`src/rtl/rc5_encrypt8_if.sv`:
```
// ---------------------------------------------------------------------------
// rc5_encrypt8_if
//
// Purpose:
//   Groups the host-facing signals of the RC5-8 encryptor.
//   The host (master) drives the expanded-key write port and the plaintext
//   request. The encryptor (slave) returns the handshake status and the
//   ciphertext.
//
// Signals:
//   key_we     host -> core   S-table write strobe
//   key_addr   host -> core   S-table index (4 bits)
//   key_wdata  host -> core   S-table write data (8 bits)
//   start      host -> core   request to encrypt pt_a/pt_b
//   pt_a/pt_b  host -> core   plaintext words (8 bits each)
//   busy       core -> host   block in progress
//   done       core -> host   one-cycle pulse, ciphertext valid from here on
//   ct_a/ct_b  core -> host   ciphertext words, held until the next done
// ---------------------------------------------------------------------------
interface rc5_encrypt8_if;

    logic       key_we;
    logic [3:0] key_addr;
    logic [7:0] key_wdata;
    logic       start;
    logic [7:0] pt_a;
    logic [7:0] pt_b;
    logic       busy;
    logic       done;
    logic [7:0] ct_a;
    logic [7:0] ct_b;

    // Host side: drives requests and key writes, observes the results.
    modport master (
        output key_we,
        output key_addr,
        output key_wdata,
        output start,
        output pt_a,
        output pt_b,
        input  busy,
        input  done,
        input  ct_a,
        input  ct_b
    );

    // Encryptor side: the mirror image of the host view.
    modport slave (
        input  key_we,
        input  key_addr,
        input  key_wdata,
        input  start,
        input  pt_a,
        input  pt_b,
        output busy,
        output done,
        output ct_a,
        output ct_b
    );

endinterface

```
`src/rtl/rc5_encrypt8.sv`:
```
// ---------------------------------------------------------------------------
// rc5_encrypt8
//
// Purpose:
//   RC5-8/R block encryptor. It takes a 16-bit plaintext block as two 8-bit
//   halves and produces the 16-bit ciphertext. The expanded-key (S) table
//   layout matches the 8-bit RC5 decryption core, so ciphertext from this
//   block decrypts directly there.
//
//   Algorithm (all sums mod 256, rotl by amount & 7):
//     A = pt_a + S[0];  B = pt_b + S[1]
//     for i = 1..ROUNDS:
//       A = rotl(A ^ B, B) + S[2i]
//       B = rotl(B ^ A, A) + S[2i+1]   (uses the freshly updated A)
//
//   Each half-round takes one cycle. A block takes 2*ROUNDS+2 cycles from
//   the start edge to the cycle that carries done.
//
// Parameters:
//   ROUNDS   number of rounds, legal range 1..6. The table holds
//            T = 2*ROUNDS+2 entries.
//
// Ports:
//   clock    single clock, rising-edge active
//   reset    asynchronous, active-low reset. Clears the FSM, the datapath,
//            the outputs and the whole S table.
//   bus      rc5_encrypt8_if.slave: key write port, start/pt request,
//            busy/done/ct results
// ---------------------------------------------------------------------------
module rc5_encrypt8 #(
    parameter int ROUNDS = 2
) (
    input  logic           clock,
    input  logic           reset,
    rc5_encrypt8_if.slave  bus
);

    localparam int T  = 2 * ROUNDS + 2;
    localparam int AW = $clog2(T);

    typedef enum logic [1:0] {
        IDLE = 2'd0,
        PRE  = 2'd1,
        RA   = 2'd2,
        RB   = 2'd3
    } state_t;

    state_t        state_q, state_d;
    logic [7:0]    a_q, a_d;
    logic [7:0]    b_q, b_d;
    logic [2:0]    round_q, round_d;
    logic          busy_q, busy_d;
    logic          done_q, done_d;
    logic [7:0]    ct_a_q, ct_a_d;
    logic [7:0]    ct_b_q, ct_b_d;
    logic [7:0]    s_q [T];
    logic [7:0]    s_d [T];

    logic          key_ok;
    logic [AW-1:0] even_idx;
    logic [AW-1:0] odd_idx;
    logic [7:0]    new_a;
    logic [7:0]    new_b;

    // 8-bit left rotate. Only the low three bits of the amount matter, and
    // a zero amount passes the value through untouched.
    function automatic logic [7:0] rotl8(input logic [7:0] value,
                                         input logic [2:0] amount);
        logic [15:0] doubled;
        doubled = {value, value} << amount;
        return doubled[15:8];
    endfunction

    // Key writes are accepted only while idle and only for indices inside
    // the table. Because the table updates on the same edge that accepts
    // start, and the first table read happens in PRE one cycle later,
    // a write issued together with start is visible to that block.
    always_comb begin
        key_ok = bus.key_we && !busy_q && (int'(bus.key_addr) < T);
        for (int i = 0; i < T; i++) begin
            s_d[i] = s_q[i];
        end
        if (key_ok) begin
            s_d[bus.key_addr[AW-1:0]] = bus.key_wdata;
        end
    end

    // Round datapath. RA produces the new A from the current A and B.
    // RB produces the new B from B and the A that RA just stored. The round
    // counter stays in 1..ROUNDS while these results are used, so both
    // indices stay inside the table.
    always_comb begin
        even_idx = AW'(2 * round_q);
        odd_idx  = AW'(2 * round_q + 1);
        new_a    = rotl8(a_q ^ b_q, b_q[2:0]) + s_q[even_idx];
        new_b    = rotl8(b_q ^ a_q, a_q[2:0]) + s_q[odd_idx];
    end

    // Next-state and next-output logic for the block sequencer.
    // done is a one-cycle pulse, so it defaults low every cycle. The
    // ciphertext registers change only on the final RB, which keeps the
    // previous result visible for the whole of the next block.
    always_comb begin
        state_d = state_q;
        a_d     = a_q;
        b_d     = b_q;
        round_d = round_q;
        busy_d  = busy_q;
        done_d  = 1'b0;
        ct_a_d  = ct_a_q;
        ct_b_d  = ct_b_q;

        unique case (state_q)
            IDLE: begin
                if (bus.start) begin
                    a_d     = bus.pt_a;
                    b_d     = bus.pt_b;
                    round_d = 3'd0;
                    busy_d  = 1'b1;
                    state_d = PRE;
                end
            end
            PRE: begin
                a_d     = a_q + s_q[0];
                b_d     = b_q + s_q[1];
                round_d = 3'd1;
                state_d = RA;
            end
            RA: begin
                a_d     = new_a;
                state_d = RB;
            end
            RB: begin
                b_d = new_b;
                if (round_q != 3'(ROUNDS)) begin
                    round_d = round_q + 3'd1;
                    state_d = RA;
                end else begin
                    ct_a_d  = a_q;
                    ct_b_d  = new_b;
                    done_d  = 1'b1;
                    busy_d  = 1'b0;
                    state_d = IDLE;
                end
            end
            default: begin
                busy_d  = 1'b0;
                state_d = IDLE;
            end
        endcase
    end

    // All state lives here. Reset wipes the in-flight block, the held
    // ciphertext and the S table, so a block interrupted by reset never
    // raises done.
    always_ff @(posedge clock or negedge reset) begin
        if (!reset) begin
            state_q <= IDLE;
            a_q     <= 8'h00;
            b_q     <= 8'h00;
            round_q <= 3'd0;
            busy_q  <= 1'b0;
            done_q  <= 1'b0;
            ct_a_q  <= 8'h00;
            ct_b_q  <= 8'h00;
            for (int i = 0; i < T; i++) begin
                s_q[i] <= 8'h00;
            end
        end else begin
            state_q <= state_d;
            a_q     <= a_d;
            b_q     <= b_d;
            round_q <= round_d;
            busy_q  <= busy_d;
            done_q  <= done_d;
            ct_a_q  <= ct_a_d;
            ct_b_q  <= ct_b_d;
            s_q     <= s_d;
        end
    end

    assign bus.busy = busy_q;
    assign bus.done = done_q;
    assign bus.ct_a = ct_a_q;
    assign bus.ct_b = ct_b_q;

endmodule

```
`src/flat_wrapper.sv`:
```
// flat-port wrapper written by rule: the top's interface ports become plain ports
module rc5_encrypt8_flat 
#(
    parameter int ROUNDS = 2
)
  (clock, reset, bus_key_we, bus_key_addr, bus_key_wdata, bus_start, bus_pt_a, bus_pt_b, bus_busy, bus_done, bus_ct_a, bus_ct_b);
  rc5_encrypt8_if bus_i ();
  input  logic clock;
  input  logic reset;
  input wire logic [$bits(bus_i.key_we)-1:0] bus_key_we;
  input wire logic [$bits(bus_i.key_addr)-1:0] bus_key_addr;
  input wire logic [$bits(bus_i.key_wdata)-1:0] bus_key_wdata;
  input wire logic [$bits(bus_i.start)-1:0] bus_start;
  input wire logic [$bits(bus_i.pt_a)-1:0] bus_pt_a;
  input wire logic [$bits(bus_i.pt_b)-1:0] bus_pt_b;
  output wire logic [$bits(bus_i.busy)-1:0] bus_busy;
  output wire logic [$bits(bus_i.done)-1:0] bus_done;
  output wire logic [$bits(bus_i.ct_a)-1:0] bus_ct_a;
  output wire logic [$bits(bus_i.ct_b)-1:0] bus_ct_b;
  assign bus_i.key_we = bus_key_we;
  assign bus_i.key_addr = bus_key_addr;
  assign bus_i.key_wdata = bus_key_wdata;
  assign bus_i.start = bus_start;
  assign bus_i.pt_a = bus_pt_a;
  assign bus_i.pt_b = bus_pt_b;
  assign bus_busy = bus_i.busy;
  assign bus_done = bus_i.done;
  assign bus_ct_a = bus_i.ct_a;
  assign bus_ct_b = bus_i.ct_b;
  rc5_encrypt8 #(.ROUNDS(ROUNDS)) u_core (.clock(clock), .reset(reset), .bus(bus_i));
endmodule
```
`config.mk`:
```
export PLATFORM = sky130hd
export DESIGN_NAME = rc5_encrypt8_flat
export DESIGN_NICKNAME = d
export VERILOG_FILES = /design/src/rtl/rc5_encrypt8_if.sv /design/src/rtl/rc5_encrypt8.sv /design/src/flat_wrapper.sv
export SDC_FILE = /design/constraint.sdc
export NUM_CORES = 1
export LEC_CHECK = 0
export CAP_MARGIN = 20
export CORE_MARGIN = 2
export CORE_UTILIZATION = 59
export CTS_CLUSTER_DIAMETER = 150
export DETAILED_ROUTE_END_ITERATION = 8
export GPL_ROUTABILITY_DRIVEN = 1
export PLACE_DENSITY = 0.78
export SLEW_MARGIN = 20
export SYNTH_ARGS = -nofsm -noshare
export SYNTH_HDL_FRONTEND = slang
export SYNTH_SLANG_ARGS = --single-unit
```
`constraint.sdc`:
```
create_clock -name clock -period 4.5 [get_ports clock]
set_input_delay 0.675 -clock clock [delete_from_list [all_inputs] [get_ports clock]]
set_output_delay 0.675 -clock clock [all_outputs]
set_load 0.005 [all_outputs]
```
==> results.yml <==
clock_tree:
  ctsResizeCount: 0
  hold_buffers: 0
  htreeDepth: 3
  clock-sinks: 87
  root_buffer: "clkbuf_8"
  insertion_delay_ns: 0.38
  cts_tree: "built"
  cts_buffers: 9
  post-cts-setup-buffer-count: 0
  cts_buffer_depth: 2
  path_clk_slew_ns: 0.11
worst_setup_path:
  cp_cell_sequence: "nor2b_1 -> buf_4 -> nand2_1 -> o21ai_0 -> ha_1 -> a21o_1 -> a211o_1 -> a2111oi_0 -> a21oi_1 -> xnor2_1 -> o211ai_1"
  worstPathArrival_ns: 3.88
  reg2reg_setup_slack_ns: 0.91
  r2r-start: "u_core.round_q[0]"
  worst-setup-path-type: "register to register"
  worstRegToRegCells: 11
  r2r-end: "u_core.a_q[7]"
  crit_slowest_cell: "dfrtp_1"
  crit_fanout: 19
  path_buf_inv: 1
  critPathTopFamily: "compound AO/OA/AOI/OAI gates"
  start_kind: "register"
  cp.required_ns: 4.78
  cp_num_cells: 11
  end_kind: "register"
  startpoint: "u_core.round_q[0]"
  max_stage_delay_ns: 0.69
layout:
  area_delta_synth_final_pct: 13.36
  layout-drive-gt1-share_pct: 13.93
  antenna_cells: 0
  layout.nets: 676
  finalNonFillerCells: 739
route:
  drt.antenna.violating_nets: 0
  vias: 4534
  wl_per_cell_microns: 19.31
  wl_microns: 14270
  viasPerCell: 6.135
  routed.top_layer: "met4"
  routed-wl-met2_microns: 6725
  drt-met1-wl_microns: 6355
  wl_met3_microns: 815
  drt_iter0_markers: 298
  first_pass_iters: 5
  drc: 0
sta:
  post-route-period-util_pct: 79.84
  slew_headroom_pct: 31.95
  fmax_mhz: 278.3
  skew_ns: 0.02291
  worst_slew_pin_slew_ns: 1.018
  slew_violations: 0
  rsz0062_at_grt: "no"
  fin_crit_ns: 3.593
  fin_setup_tns_ns: 0
  finalSetupViolCount: 0
  hold_violations: 0
  setup_ws_ns: 0.9070
placement:
  port_buffers: 49
  place_congestion: 0.9962
  place_inst: 723
  dp_hpwl_microns: 10690
  dp_slack_ns: 1.129
global_route:
  antenna_found_initial: 0
  grt_first_pass_wirelength_microns: 22850
  grt_max_degree: 53
  grtUsageTotal_pct: 28.68
  overflow: 0
  grt_pass1_vias: 4462
synth:
  syn_avg_cell_area_sq_um: 10.21
  syn_inst: 561
  synth-simple-area-share_pct: 9.192
  synth_ff_type: "dfrtp_1"
  synth-seq-area-share_pct: 37.99
  synthTopCellsByCount: "dfrtp_1 (87), mux2_2 (57), nand2_1 (56), o21ai_0 (47), nor2_1 (41)"
  synth_edf_count: 0
  yosysTopAreaCell: "dfrtp_1"
  synth-compound-area-share_pct: 15.68
  yosys-mux-area-fraction_pct: 19.69
  yosys.area_share.adder_pct: 9.039
  synth_top_area_share_pct: 37.99
  synth_cell_type_count: 54
  async_reset_ff_share_pct: 100.0
  synth-xor-area-share_pct: 5.022
  ys_top_cells_by_area: "dfrtp_1 (38%), mux2_2 (11%), ha_1 (7.6%)"
  ys_ff_latch: 87
  synthesis.area_sq_um: 5730
  yosysWarnings: 0
  synth_top_family_by_area: "multiplexers"
  yosysMostFrequentCell: "dfrtp_1"
  syn_nets: 632
floorplan:
  start_util_pct: 61.44
  die_x_microns: 102.6
  fp.dieH_microns: 102.6
  dieArea_sq_um: 10520
  num_rows: 35
  coreArea_sq_um: 9328
  io_pins: 50
hold_path:
  hp-class: "input port to asynchronous set/reset pin"
job:
  maxCapViolations: 0
outcome:
  status: "complete, no violations"
## kinds of logic (layout without fill, tap and decap cells)
family,Yosys count,in the layout
compound gates,145,145
fa+ha+maj,39,39
mux,97,97
flops,87,87
simple gates,122,122
buf+inv,39,88
xor+xnor,32,32
## layout by cell type (no fill, tap or decap), types with 4 or more instances in the layout
master and n:
fa_1 4, o211ai_1 5, inv_1 16, a221oi_1 6
o21bai_1 7, o21ai_0 47, a21oi_1 35, buf_4 6
a31oi_1 7, nor2_1 41, clkbuf_8 9, mux2i_1 34
o31ai_1 4, mux2_2 57, ha_1 35, nor2b_1 5
a211oi_1 6, nand2_1 56, xnor2_1 20, or3_1 4
clkdlybuf4s50_1 48, dfrtp_1 87, xor2_1 11, a21o_1 9
## per-layer routing
metal | vias to the layer above | global-route usage [%]
met3 | 28 | 4.271
met2 | 181 | 47.56
met1 | 2194 | 39.11
li1 | 2131 | -
met4 | 0 | 8.923
met5 | - | 0
## worst max path at each step
stage | slack, ns | to
finish | 0.91 | u_core.a_q[7]
floorplan | 1.32 | u_core.a_q[7]
CTS | 1.08 | u_core.a_q[7]
global route | 0.68 | u_core.a_q[7]
global placement | 1.23 | u_core.a_q[7]
detailed placement | 1.13 | u_core.a_q[7]
## sequential cells by signal (all words and copies together), names as in the netlist
name	count
u_core.s_q	48
u_core.a_q	8
u_core.b_q	8
u_core.bus.ct_a	8
u_core.bus.ct_b	8
u_core.round_q	3
u_core.state_q	2
u_core.bus.busy	1
u_core.bus.done	1
## metrics by stage
| step | hold WS, ns | utilization (%) | cell area, sq um |
|---|---|---|---|
| finish | 0.2339 | 69.64 | 6496 |
| global route | 0.2814 | 69.64 | 6496 |
| CTS | 0.2590 | 69.64 | 6496 |
| detailed placement | 0.4630 | 67.44 | 6291 |
| global placement | 0.4598 | 67.44 | 6291 |
| floorplan | 0.3794 | - | 5731 |
## layout make-up
cell class / instances / area [sq um]
Clock buffer: 10 / 127.6
Sequential cell: 87 / 2177
Timing Repair Buffer: 54 / 525.5
Multi-Input combinational cell: 435 / 3359
Clock inverter: 6 / 77.57
Inverter: 18 / 67.56
Fill cell: 724 / 2831
Tap cell: 129 / 161.4
Power is not shown: default switching activity piles up to over one toggle a cycle in this logic, so the estimate is an artifact.
